### src/rtl/ucsbece154a_encoder_pkg.sv
// ucsbece154a_encoder_pkg: instruction classes, RV32I opcode/funct3 constants and the field packer
package ucsbece154a_encoder_pkg;

    typedef enum logic [2:0] {
        CL_LW  = 3'd0,
        CL_SW  = 3'd1,
        CL_R   = 3'd2,
        CL_BEQ = 3'd3,
        CL_I   = 3'd4,
        CL_JAL = 3'd5,
        CL_LUI = 3'd6,
        CL_ILL = 3'd7
    } instr_class_t;

    localparam logic [6:0] OP_LW  = 7'b0000011;
    localparam logic [6:0] OP_SW  = 7'b0100011;
    localparam logic [6:0] OP_R   = 7'b0110011;
    localparam logic [6:0] OP_BEQ = 7'b1100011;
    localparam logic [6:0] OP_I   = 7'b0010011;
    localparam logic [6:0] OP_JAL = 7'b1101111;
    localparam logic [6:0] OP_LUI = 7'b0110111;

    localparam logic [2:0] F3_LW  = 3'b010;
    localparam logic [2:0] F3_SW  = 3'b010;
    localparam logic [2:0] F3_BEQ = 3'b000;
    localparam logic [2:0] F3_ADD = 3'b000;
    localparam logic [2:0] F3_SLT = 3'b010;
    localparam logic [2:0] F3_OR  = 3'b110;
    localparam logic [2:0] F3_AND = 3'b111;

    // Fields a format does not carry are filled from imm or left zero, never from an idle port.
    function automatic logic [31:0] encode(input instr_class_t cls, input logic [4:0] rd, rs1, rs2,
                                           input logic [2:0] f3, input logic f7b5, input logic [31:0] imm);
        case (cls)
            CL_LW:   encode = {imm[11:0], rs1, F3_LW, rd, OP_LW};
            CL_SW:   encode = {imm[11:5], rs2, rs1, F3_SW, imm[4:0], OP_SW};
            CL_R:    encode = {1'b0, f7b5, 5'b00000, rs2, rs1, f3, rd, OP_R};
            CL_BEQ:  encode = {imm[12], imm[10:5], rs2, rs1, F3_BEQ, imm[4:1], imm[11], OP_BEQ};
            CL_I:    encode = {imm[11:0], rs1, f3, rd, OP_I};
            CL_JAL:  encode = {imm[20], imm[10:1], imm[11], imm[19:12], rd, OP_JAL};
            CL_LUI:  encode = {imm[31:12], rd, OP_LUI};
            default: encode = '0;
        endcase
    endfunction

endpackage

### src/rtl/ucsbece154a_encoder_fifo.sv
// ucsbece154a_encoder_fifo: 2-entry, 64-bit FIFO with a registered not-full flag
module ucsbece154a_encoder_fifo (
    input  logic        clk,
    input  logic        reset_n_i,
    input  logic        push,
    input  logic [63:0] din,
    input  logic        pop,
    output logic        not_empty,
    output logic        not_full,
    output logic [63:0] dout
);

    logic [63:0] mem [2];
    logic [1:0]  count;
    logic [1:0]  count_nx;
    logic        wr_ptr;
    logic        rd_ptr;
    logic        do_push;
    logic        do_pop;

    always_comb begin
        do_pop   = pop && count != 2'd0;
        do_push  = push && count != 2'd2;
        count_nx = count + {1'b0, do_push} - {1'b0, do_pop};
    end

    // not_full is looked ahead from count_nx so it stays a flop with no path from pop
    always_ff @(posedge clk or negedge reset_n_i) begin
        if (!reset_n_i) begin
            count    <= 2'd0;
            wr_ptr   <= 1'b0;
            rd_ptr   <= 1'b0;
            not_full <= 1'b0;
        end else begin
            count    <= count_nx;
            not_full <= count_nx != 2'd2;
            if (do_push) wr_ptr <= !wr_ptr;
            if (do_pop) rd_ptr <= !rd_ptr;
        end
    end

    always_ff @(posedge clk)
        if (do_push) mem[wr_ptr] <= din;

    assign not_empty = count != 2'd0;
    assign dout      = not_empty ? mem[rd_ptr] : '0;

endmodule

### src/rtl/ucsbece154a_instr_encoder.sv
// ucsbece154a_instr_encoder: packs instruction requests into RV32I words tagged with addresses.
// Define ENCODER_RANGE_CHECK_EN to reject out-of-range immediates and unsupported ALU funct3.
module ucsbece154a_instr_encoder
    import ucsbece154a_encoder_pkg::*;
#(
    parameter logic [31:0] BASE_ADDR = 32'h0000_0000
) (
    input  logic        clk,
    input  logic        reset_n_i,
    input  logic        clear_i,
    input  logic        valid_i,
    output logic        ready_o,
    input  logic [2:0]  class_i,
    input  logic [4:0]  rd_i,
    input  logic [4:0]  rs1_i,
    input  logic [4:0]  rs2_i,
    input  logic [2:0]  funct3_i,
    input  logic        funct7b5_i,
    input  logic [31:0] imm_i,
    output logic        valid_o,
    input  logic        ready_i,
    output logic [31:0] instr_o,
    output logic [31:0] addr_o,
    output logic        err_o
);

    instr_class_t cls;
    logic         legal;
    logic         accept;
    logic         push;
    logic [31:0]  addr_q;
    logic [31:0]  tag_addr;
    logic [63:0]  fifo_dout;

    assign cls = instr_class_t'(class_i);

`ifdef ENCODER_RANGE_CHECK_EN
    logic imm12_ok;
    logic beq_ok;
    logic jal_ok;
    logic f3_ok;

    // A value fits an N-bit signed field when all bits from N-1 upward agree.
    always_comb begin
        imm12_ok = &imm_i[31:11] || ~|imm_i[31:11];
        beq_ok   = (&imm_i[31:12] || ~|imm_i[31:12]) && !imm_i[0];
        jal_ok   = (&imm_i[31:20] || ~|imm_i[31:20]) && !imm_i[0];
        f3_ok    = funct3_i inside {F3_ADD, F3_SLT, F3_OR, F3_AND};
        case (cls)
            CL_LW, CL_SW: legal = imm12_ok;
            CL_I:         legal = imm12_ok && f3_ok;
            CL_R:         legal = f3_ok;
            CL_BEQ:       legal = beq_ok;
            CL_JAL:       legal = jal_ok;
            CL_LUI:       legal = ~|imm_i[11:0];
            default:      legal = 1'b0;
        endcase
    end
`else
    assign legal = cls != CL_ILL;
`endif

    assign accept   = valid_i && ready_o;
    assign push     = accept && legal;
    assign tag_addr = clear_i ? BASE_ADDR : addr_q;

    always_ff @(posedge clk or negedge reset_n_i) begin
        if (!reset_n_i) begin
            addr_q <= BASE_ADDR;
            err_o  <= 1'b0;
        end else begin
            addr_q <= push ? tag_addr + 32'd4 : tag_addr;
            err_o  <= (err_o && !clear_i) || (accept && !legal);
        end
    end

    ucsbece154a_encoder_fifo fifo (
        .clk       (clk),
        .reset_n_i (reset_n_i),
        .push      (push),
        .din       ({encode(cls, rd_i, rs1_i, rs2_i, funct3_i, funct7b5_i, imm_i), tag_addr}),
        .pop       (ready_i),
        .not_empty (valid_o),
        .not_full  (ready_o),
        .dout      (fifo_dout)
    );

    assign instr_o = fifo_dout[63:32];
    assign addr_o  = fifo_dout[31:0];

endmodule

### config.mk
export PLATFORM = sky130hd
export DESIGN_NAME = ucsbece154a_instr_encoder
export DESIGN_NICKNAME = d
export VERILOG_FILES = /design/src/rtl/ucsbece154a_encoder_pkg.sv /design/src/rtl/ucsbece154a_encoder_fifo.sv /design/src/rtl/ucsbece154a_instr_encoder.sv
export SDC_FILE = /design/constraint.sdc
export NUM_CORES = 1
export LEC_CHECK = 0
export BUFFER_PORTS_ARGS = -buffer_cell sky130_fd_sc_hd__buf_2
export CELL_PAD_IN_SITES_DETAIL_PLACEMENT = 0
export CELL_PAD_IN_SITES_GLOBAL_PLACEMENT = 1
export CORE_ASPECT_RATIO = 0.8
export CORE_MARGIN = 5
export CORE_UTILIZATION = 41
export DETAILED_ROUTE_END_ITERATION = 6
export GPL_ROUTABILITY_DRIVEN = 0
export HOLD_SLACK_MARGIN = 0.05
export PLACE_DENSITY_LB_ADDON = 0.1
export SYNTH_ARGS = -nofsm -noshare
export SYNTH_HDL_FRONTEND = slang
export SYNTH_SLANG_ARGS = --single-unit
### constraint.sdc
create_clock -name clk -period 4.4 [get_ports clk]
set_clock_uncertainty 0.2 [all_clocks]
set_input_delay 0.66 -clock clk [delete_from_list [all_inputs] [get_ports clk]]
set_output_delay 0.66 -clock clk [all_outputs]
set_load 0.02 [all_outputs]
**After elaboration in Yosys (flattened, before gate mapping)**

Memories as Yosys holds them, arrays and structs flattened.
Index checks and enable logic that the tools add are counted.

- Bits in registers: 38
- Input bits: 59
- Memory bits (writable): 128
- Latch bits: 0
- Output and inout bits: 67
- Memories kept: 1
- Memory bits (read-only): 0

Memory list:

| memory | depth | bits a word | read ports | clocked after memory_dff | wr ports | line | text |
|---|---|---|---|---|---|---|---|
| fifo.mem | 2 | 64 | 1 | 0 | 1 | ucsbece154a_encoder_fifo.sv:13 | `logic [63:0] mem [2];` |

- Divide/modulo/power cells: 0
- Multiplexer cells: 6
- Shift-type cells: 0
- $add $sub $neg: 3
- Multiply operators: 0
- Bitwise gates (word level): 0
- Equal/unequal tests: 9
- $lt $le $gt $ge: 0
- Reduce and logical (&&, ||, !) cells: 13

Operator list:

| kind | count |
|---|---|
| $pmux 32 s7 | 1 |
| $mux 32 | 2 |
| $mux 64 | 1 |
| $add 32x3->32 const B | 1 |
| $eq 3x3->1 const B | 3 |
| $eq 3x2->1 const B | 2 |
| $logic_and 1x1->1 | 6 |
| $logic_not 1->1 | 4 |
| $ne 2x2->1 const B | 2 |
| $eq 3x1->1 const B | 1 |
| $logic_not 3->1 | 1 |
| $ne 3x3->1 const B | 1 |
| $add 2x1->2 | 1 |
| $mux 1 | 2 |
| $reduce_bool 2->1 | 1 |
| $sub 2x1->2 | 1 |
| $logic_or 1x1->1 | 1 |

**Logic depth before layout (Yosys ltp)**

Gate-level depths: netlist of run 1.

- Depth after elaboration: 6
- Depth in mapped cells: 9

**By module**

From an unflattened synthesis of run 1, not the netlist that was laid out.

- Cells, all modules: 566
- Area total of the unflattened synthesis: 7459.7 um^2

By module, submodules not included:

| module | instances | seq. area each (um^2) | area each (um^2) | cells each |
|---|---|---|---|---|
| ucsbece154a_encoder_fifo | 1 | 3968.8 | 5082.4 | 298 |
| ucsbece154a_instr_encoder | 1 | 825.8 | 2377.3 | 268 |

**Worst setup path after synthesis of run 1**

Ideal clock, no wire load.

- Kind: in2reg
- Start point: input port class_i[0]
- End point: memory fifo.mem[0][0], enable pin
- Cell stages on the path: 4
- Setup time: 492 ps
- Required time: 3708 ps
- Arrival time: 4254 ps
- Slack: -545 ps
- Cell sequence: buf_2 and3_4 a211oi_1 nor2b_1

- Cells in the longest elaborated chain, start to end: 5

Ends and longest elaborated chain:

| what | line | text |
|---|---|---|
| start, declared | ucsbece154a_instr_encoder.sv:13 | `input logic [2:0] class_i,` |
| $ne 3x3->1 | ucsbece154a_instr_encoder.sv:60 | `assign legal = cls != CL_ILL;` |
| $logic_and 1x1->1 | ucsbece154a_instr_encoder.sv:64 | `assign push = accept && legal;` |
| $logic_and 1x1->1 | ucsbece154a_encoder_fifo.sv:23 | `do_push = push && count != 2'd2;` |
| named net fifo.do_push | ucsbece154a_encoder_fifo.sv:18 | `logic do_push;` |
| $mux 1 | ucsbece154a_encoder_fifo.sv:43 | `if (do_push) mem[wr_ptr] <= din;` |
| $mux 1 (not written as such) | ucsbece154a_encoder_fifo.sv:43 |  |
| end, declared | ucsbece154a_encoder_fifo.sv:13 |  |

The timed path passes the listed nets, and every way through them passes these cells.

**Final worst setup path of run 1**

- Start point: register fifo.rd_ptr
- End point: output port instr_o[31]

- Cells in the longest elaborated chain, start to end: 2

Ends and longest elaborated chain:

| what | line | text |
|---|---|---|
| start, declared | ucsbece154a_encoder_fifo.sv:17 | `logic rd_ptr;` |
| start signal, assigned | ucsbece154a_encoder_fifo.sv:38 | `if (do_pop) rd_ptr <= !rd_ptr;` |
| $mem_v2 2x64 | -- |  |
| $mux 64 | ucsbece154a_encoder_fifo.sv:46 | `assign dout = not_empty ? mem[rd_ptr] : '0;` |
| end, declared | ucsbece154a_instr_encoder.sv:22 | `output logic [31:0] instr_o,` |

No other way between the ends.

==> results of run 1 <==
## layout by cell type (no fill, tap or decap), drive strengths merged, types with 5 or more instances in the layout
cell / Yosys / routed
xor2: 15 / 15
a21oi: 16 / 16
nand2b: 5 / 5
nor2b: 31 / 31
dfrtp: 38 / 38
nand3: 11 / 11
and3: 5 / 5
o21ai: 11 / 11
a22o: 10 / 10
inv: 12 / 16
clkbuf: 18 / 18
clkinv: 1 / 5
nand2: 25 / 25
a22oi: 6 / 6
buf: 8 / 129
nor2: 88 / 88
nand4: 12 / 12
clkinvlp: 0 / 5
xnor2: 18 / 18
edfxtp: 126 / 126
mux2i: 65 / 65
## state kept, by name, indices dropped and copies added, names as in the netlist
signal,count
addr_q,32
err_o,1
fifo.count,2
fifo.mem,126
fifo.not_full,1
fifo.rd_ptr,1
fifo.wr_ptr,1
## critical path, delay by kind of cell, from the launching register on
| family | cells | cell delay [ps] |
|---|---|---|
| buf+inv | 1 | 170 |
| flops | 1 | 1170 |
| mux | 1 | 410 |
| simple gates | 1 | 80 |
## cell families after synthesis
logic type	count (synthesis)
adders and majority gates	3
buffers and inverters	39
xor gates and xnor gates	33
muxes	66
AOI/OAI and AO/OA	57
DFF	164
and+or+nand+nor	198
## worst paths after layout
check | start | endpoint | slack [ps] | depth (start not counted)
setup / recovery | fifo.rd_ptr | instr_o[31] | 1290 | 3
hold / removal | reset_n_i | addr_q[11] | 170 | 1
setup reg to reg | fifo.count[1] | fifo.not_full | 1870 | 9
hold reg to reg | addr_q[0] | addr_q[0] | 340 | 1
max in group asynchronous | reset_n_i | fifo.rd_ptr | 3160 | 1
min in group clk | addr_q[0] | addr_q[0] | 340 | 1
## power breakdown
part | total [W] | internal, W | switching [W]
clock | 0.00138 | 0.000782 | 0.000601
sequential | 0.00219 | 0.00197 | 0.000222
combinational | 0.00173 | 0.000628 | 0.00111
## area by class of cell
cell class              count  area [µm²]  area share, %
flip-flops and latches    164        4740           54.5
multi-input cells         357        2390           27.5
repair buffers            129         681           7.83
clock buffers              18         429           4.94
well taps                 225         282           3.24
clock inverters            14         128           1.47
inverters                  13        48.8          0.561
## metrics by stage
step / std cells / utilization (%)
4_1_cts: 920 / 50.0
2_1_floorplan: 560 / -
5_1_grt: 920 / 50.0
6_report: 920 / 50.0
3_5_place_dp: 888 / 46.8
3_3_place_gp: 888 / 46.8
## layer usage
| layer | track usage, % | up-vias | wire (µm) |
|---|---|---|---|
| li1 | - | 2270 | - |
| met1 | 22.0 | 2280 | 7840 |
| met2 | 24.6 | 94 | 7410 |
| met3 | 4.45 | 15 | 741 |
| met4 | 5.01 | 0 | 189 |
| met5 | 0 | - | 0 |
==> metrics.md, run 1 <==
| Metric | Value |
|---|---|
| Status | `finished, final reports clean` |
| Multiplexer share of the synthesized area | `9.11%` |
| Final Hold Fails | `0` |
| Post-Syn Nets | `622` |
| Fin crit share | `70.8%` |
| Final Hold Slack | `168 ps` |
| Post-Synth Simple-Gate Area | `13.7%` |
| Worst path arrival time | `2250 ps` |
| DR iter-0 viols | `295` |
| Initial antenna violation count | `0` |
| IO Count | `126` |
| Via count | `4659` |
| HP Class | `input pin to asynchronous set/reset pin` |
| Minimum clock period | `3110 ps` |
| Top cells by area, synth | `edfxtp_1 52%, dfrtp_1 13%, mux2i_1 9.0%` |
| Skew-Pair Late Insertion Delay | `420 ps` |
| Final slew viol count | `0` |
| Startpoint Class | `flip-flop` |
| Port buffer count | `125` |
| Mapped Area | `7260 µm²` |
| Post-cts resize count | `0` |
| Max-slew headroom | `24.4%` |
| Synthesis warning total | `0` |
| CTS buffer count | `17` |
| Htree depth | `4` |
| Postcts setup bufs | `0` |
| VDD IR-drop max | `0.431 mV` |
| GR Overflow Total | `0` |
| CP required | `3540 ps` |
| Critical path endpoint category | `primary output` |
| Final Cell Area | `8690 µm²` |
| FILL cells | `1532` |
| Post-synthesis cell count | `560` |
| Worst Setup Slack, final | `1290 ps` |
| DR vias/cell | `5.06` |
| Unique cell type count in the Yosys netlist | `48` |
| Routed WL per cell | `17.6 µm` |
| Post-CTS Hold Fix Bufs | `0` |
| Clock root buffer | `clkbuf_16` |
| Clock Sinks | `164` |
| Power Total | `0.00531 W` |
| Share of layout cells above drive strength 1 | `24.7%` |
| Sequential share of the synthesized area | `65.2%` |
| Async SR Flop Fraction | `23.2%` |
| Vias in the first global route | `4753` |
| Least-Margin Pin Slew | `1130 ps` |
| Critical path's largest stage delay | `1170 ps` |
| Yosys reg bits | `164` |
| GRT Util Overall | `15.9%` |
| Vert. Die Dim | `129 µm` |
| Post-route ant nets | `0` |
| Max frequency | `0.321 GHz` |
| Syn_area_per_cell | `13.0 µm²` |
| Most frequent cells after synthesis | `126 x edfxtp_1, 87 x nor2_1, 65 x mux2i_1` |
| Largest net degree at the start of global routing | `65` |
| Layout net count | `744` |
| Final WL | `16200 µm` |
| Leakage | `3.68 nW` |
| EDFF count, synth | `126` |
| CP cell instances | `mux2i_1 -> nor2_1 -> buf_2` |
| Clk slew on worst S/H paths | `60 ps` |
| Rows | `43` |
| Antenna fix cells | `0` |
| Post-DP HPWL | `11200 µm` |
| Drt first pass iters | `5` |
| Area share of xor/xnor cells in the synthesized design | `3.98%` |
| Drt drc | `0` |
| Top-count cell post-synth | `edfxtp_1` |
| Die W | `159 µm` |
| Main synth FF type | `edfxtp_1` |
| Yosys top cell by area | `edfxtp_1` |
| Crit-path max FO | `64` |
| Max-Cap Viols | `0` |
| # setup viols final | `0` |
| Area Overhead vs Synth | `19.7%` |
| First-pass GRT wire length | `25500 µm` |
| Total Die Area | `20500 µm²` |
| RSZ-0062 raised after global routing | `false` |
| Initial Util | `41.8%` |
| Post-Place Setup Slack | `1250 ps` |
| Placement Cell Area | `8140 µm²` |
| Core Region | `17400 µm²` |
| PD cells | `611 nW/µm²` |
| Post-Synth Adder-Cell Area | `0.517%` |
| Synth Area in Compound Gates | `5.29%` |
| Largest family of logic cells by synthesized area | `simple AND/OR/NAND/NOR gates` |
| Crit-path slowest cell | `dfrtp_4` |
| Max Buffers Root-to-Sink | `2` |
| Setup TNS | `0 ps` |
| Crit Path Category | `flip-flop to primary output` |
| Yosys top cell area share | `52.1%` |
| CTS tree | `done` |
Power figures use the tool's default switching activity.
==> run 2: changes to the inputs <==
--- a/config.mk
+++ b/config.mk
@@ -10,7 +10,7 @@
 export CELL_PAD_IN_SITES_GLOBAL_PLACEMENT = 1
 export CORE_ASPECT_RATIO = 0.8
 export CORE_MARGIN = 5
-export CORE_UTILIZATION = 41
+export CORE_UTILIZATION = 45
 export DETAILED_ROUTE_END_ITERATION = 6
 export GPL_ROUTABILITY_DRIVEN = 0
 export HOLD_SLACK_MARGIN = 0.05
==> constraint.sdc (replaced) <==
create_clock -name clk -period 3.25 [get_ports clk]
set_clock_uncertainty 0.2 [all_clocks]
set_input_delay 0.4875 -clock clk [delete_from_list [all_inputs] [get_ports clk]]
set_output_delay 0.4875 -clock clk [all_outputs]
set_load 0.02 [all_outputs]
==> metrics.md, run 2 (synthesis results as in run 1) <==
| Metric | Value |
|---|---|
| Clock Sinks | `164 (unchanged)` |
| Worst Setup SP | `fifo.rd_ptr` |
| Largest reg by FF count | `fifo.mem` |
| Htree depth | `4 (unchanged)` |
| Hold path startpoint | `rd_i[4]` |
| Power Total | `0.00732 W (+38%)` |
| Layout net count | `750 (+0.81%)` |
| VDD IR-drop max | `0.670 mV (+55%)` |
| Post-cts resize count | `0 (unchanged)` |
| Rows | `41 (-4.7%)` |
| Max reg flops | `126 (unchanged)` |
| GR Overflow Total | `0 (unchanged)` |
| First-pass GRT wire length | `25100 µm (-1.6%)` |
| Total Die Area | `18800 µm² (-8.3%)` |
| Startpoint Class | `flip-flop` |
| # setup viols final | `0 (unchanged)` |
| Most common cell after layout, fill and taps aside | `edfxtp_1` |
| Post-DP HPWL | `11000 µm (-1.8%)` |
| CTS buffer count | `17 (unchanged)` |
| HP Class | `input pin to flip-flop` |
| Hold Path Depth | `2` |
| Status | `finished, final reports clean` |
| Clock root buffer | `clkbuf_16` |
| Reg-to-reg slack, setup | `1000 ps (-870 ps)` |
| Final Hold Slack | `185 ps (+17.1 ps)` |
| Most frequent cells in the layout | `126 x edfxtp_1, 125 x buf_2, 86 x nor2_1` |
| Final WL | `15800 µm (-2.2%)` |
| Drt drc | `0 (unchanged)` |
| Port buffer count | `125 (unchanged)` |
| Final Cell Area | `8780 µm² (+0.98%)` |
| Clk slew on worst S/H paths | `60 ps (about the same)` |
| Critical path endpoint category | `primary output` |
| Drt first pass iters | `5 (unchanged)` |
| IO Count | `126 (unchanged)` |
| R2R cell count | `4 (-5)` |
| Antenna fix cells | `0 (unchanged)` |
| Least-Margin Pin Slew | `888 ps (-246 ps)` |
| Setup TNS | `0 ps (unchanged)` |
| Minimum clock period | `2710 ps` |
| Largest net degree at the start of global routing | `64 (-1.5%)` |
| CP required | `2560 ps (-980 ps)` |
| Max frequency | `0.369 GHz` |
| R2R Path End | `fifo.mem[1][22]` |
| GRT Util Overall | `17.1% (+1.2 points)` |
| Max-slew headroom | `40.8% (+16 points)` |
| DR iter-0 viols | `310 (+5.1%)` |
| Postcts setup bufs | `0 (unchanged)` |
| RSZ-0062 raised after global routing | `false` |
| Initial antenna violation count | `0 (unchanged)` |
| Final slew viol count | `0 (unchanged)` |
| Leakage | `3.74 nW (+1.6%)` |
| Max Buffers Root-to-Sink | `2 (unchanged)` |
| Top flop regs | `fifo.mem: 126 flops, addr_q: 32 flops, fifo.count: 2 flops` |
| Post-route ant nets | `0 (unchanged)` |
| Via count | `4771 (+2.4%)` |
| Area Overhead vs Synth | `20.9%` |
| FILL cells | `1396 (-8.9%)` |
| Fin crit share | `83.5%` |
| PD cells | `834 nW/µm² (+37%)` |
| CTS tree | `done` |
| Max-Cap Viols | `0 (unchanged)` |
| Vias in the first global route | `4781 (+0.59%)` |
| Initial Util | `46.0% (+4.2 points)` |
| DR vias/cell | `5.21 (+2.9%)` |
| Crit-path max FO | `22 (-66%)` |
| Final Hold Fails | `0 (unchanged)` |
| Placement Cell Area | `8190 µm² (+0.62%)` |
| Share of layout cells above drive strength 1 | `25.4% (+0.64 points)` |
| Die W | `152 µm (-4.3%)` |
| R2r startpoint | `fifo.not_full` |
| Skew-Pair Late Insertion Delay | `420 ps (about the same)` |
| Worst path arrival time | `2030 ps (-220 ps)` |
| Vert. Die Dim | `124 µm (-4.2%)` |
| End of the worst hold path | `fifo.mem[0][43]` |
| Crit Path Category | `flip-flop to primary output` |
| Routed WL per cell | `17.3 µm (-1.8%)` |
| Core Region | `15800 µm² (-9.1%)` |
## run 2: worst max-delay path, cell delays in order, from the launching register on
cell and delay (ps):
dfrtp_4 540, buf_4 420, mux2i_1 350, nor2_1 80, buf_2 190
## run 2: worst max path at each step
stage / slack (ps) / to
floorplan: 340 / fifo.mem[0][0]
global placement: 610 / fifo.mem[1][20]
detailed placement: 510 / fifo.mem[1][22]
CTS: 520 / addr_o[6]
global route: 430 / addr_o[6]
finish: 540 / addr_o[6]
## run 2: through the flow
stage | std cells | setup WS, ps | util, %
CTS | 916 | 521 | 55.6
finish | 916 | 537 | 55.6
floorplan | 560 | 341 | -
global route | 916 | 427 | 55.6
detailed placement | 883 | 513 | 51.8
global placement | 883 | 611 | 51.8
## run 2: area by class of cell
class / instances / area (µm²) / share of cell area (%)
clock buffer: 19 / 433 / 4.93
clock inverter: 13 / 149 / 1.70
inverter: 13 / 48.8 / 0.556
multi-input combinational: 357 / 2390 / 27.2
sequential: 164 / 4740 / 54.0
tap: 215 / 269 / 3.06
timing repair buffer: 135 / 753 / 8.58
## run 2: power breakdown
part | internal (W) | switching (W)
clock | 0.00114 | 0.000822
combinational | 0.000870 | 0.00169
sequential | 0.00267 | 0.000127
total | 0.00469 | 0.00264
## run 2: layer usage
| layer | vias to the layer above | wire length, µm | global-route usage, % |
|---|---|---|---|
| met1 | 2345 | 7710 | 24.5 |
| met5 | - | 0 | 0 |
| met4 | 0 | 138 | 4.04 |
| li1 | 2282 | - | - |
| met3 | 13 | 977 | 5.73 |
| met2 | 131 | 7010 | 25.5 |
## run 2: timing repair
action                                 in CTS  in global routing
setup endpoints to repair                   0                  0
endpoints found under the hold margin      38                  0
hold buffers                                1                  0
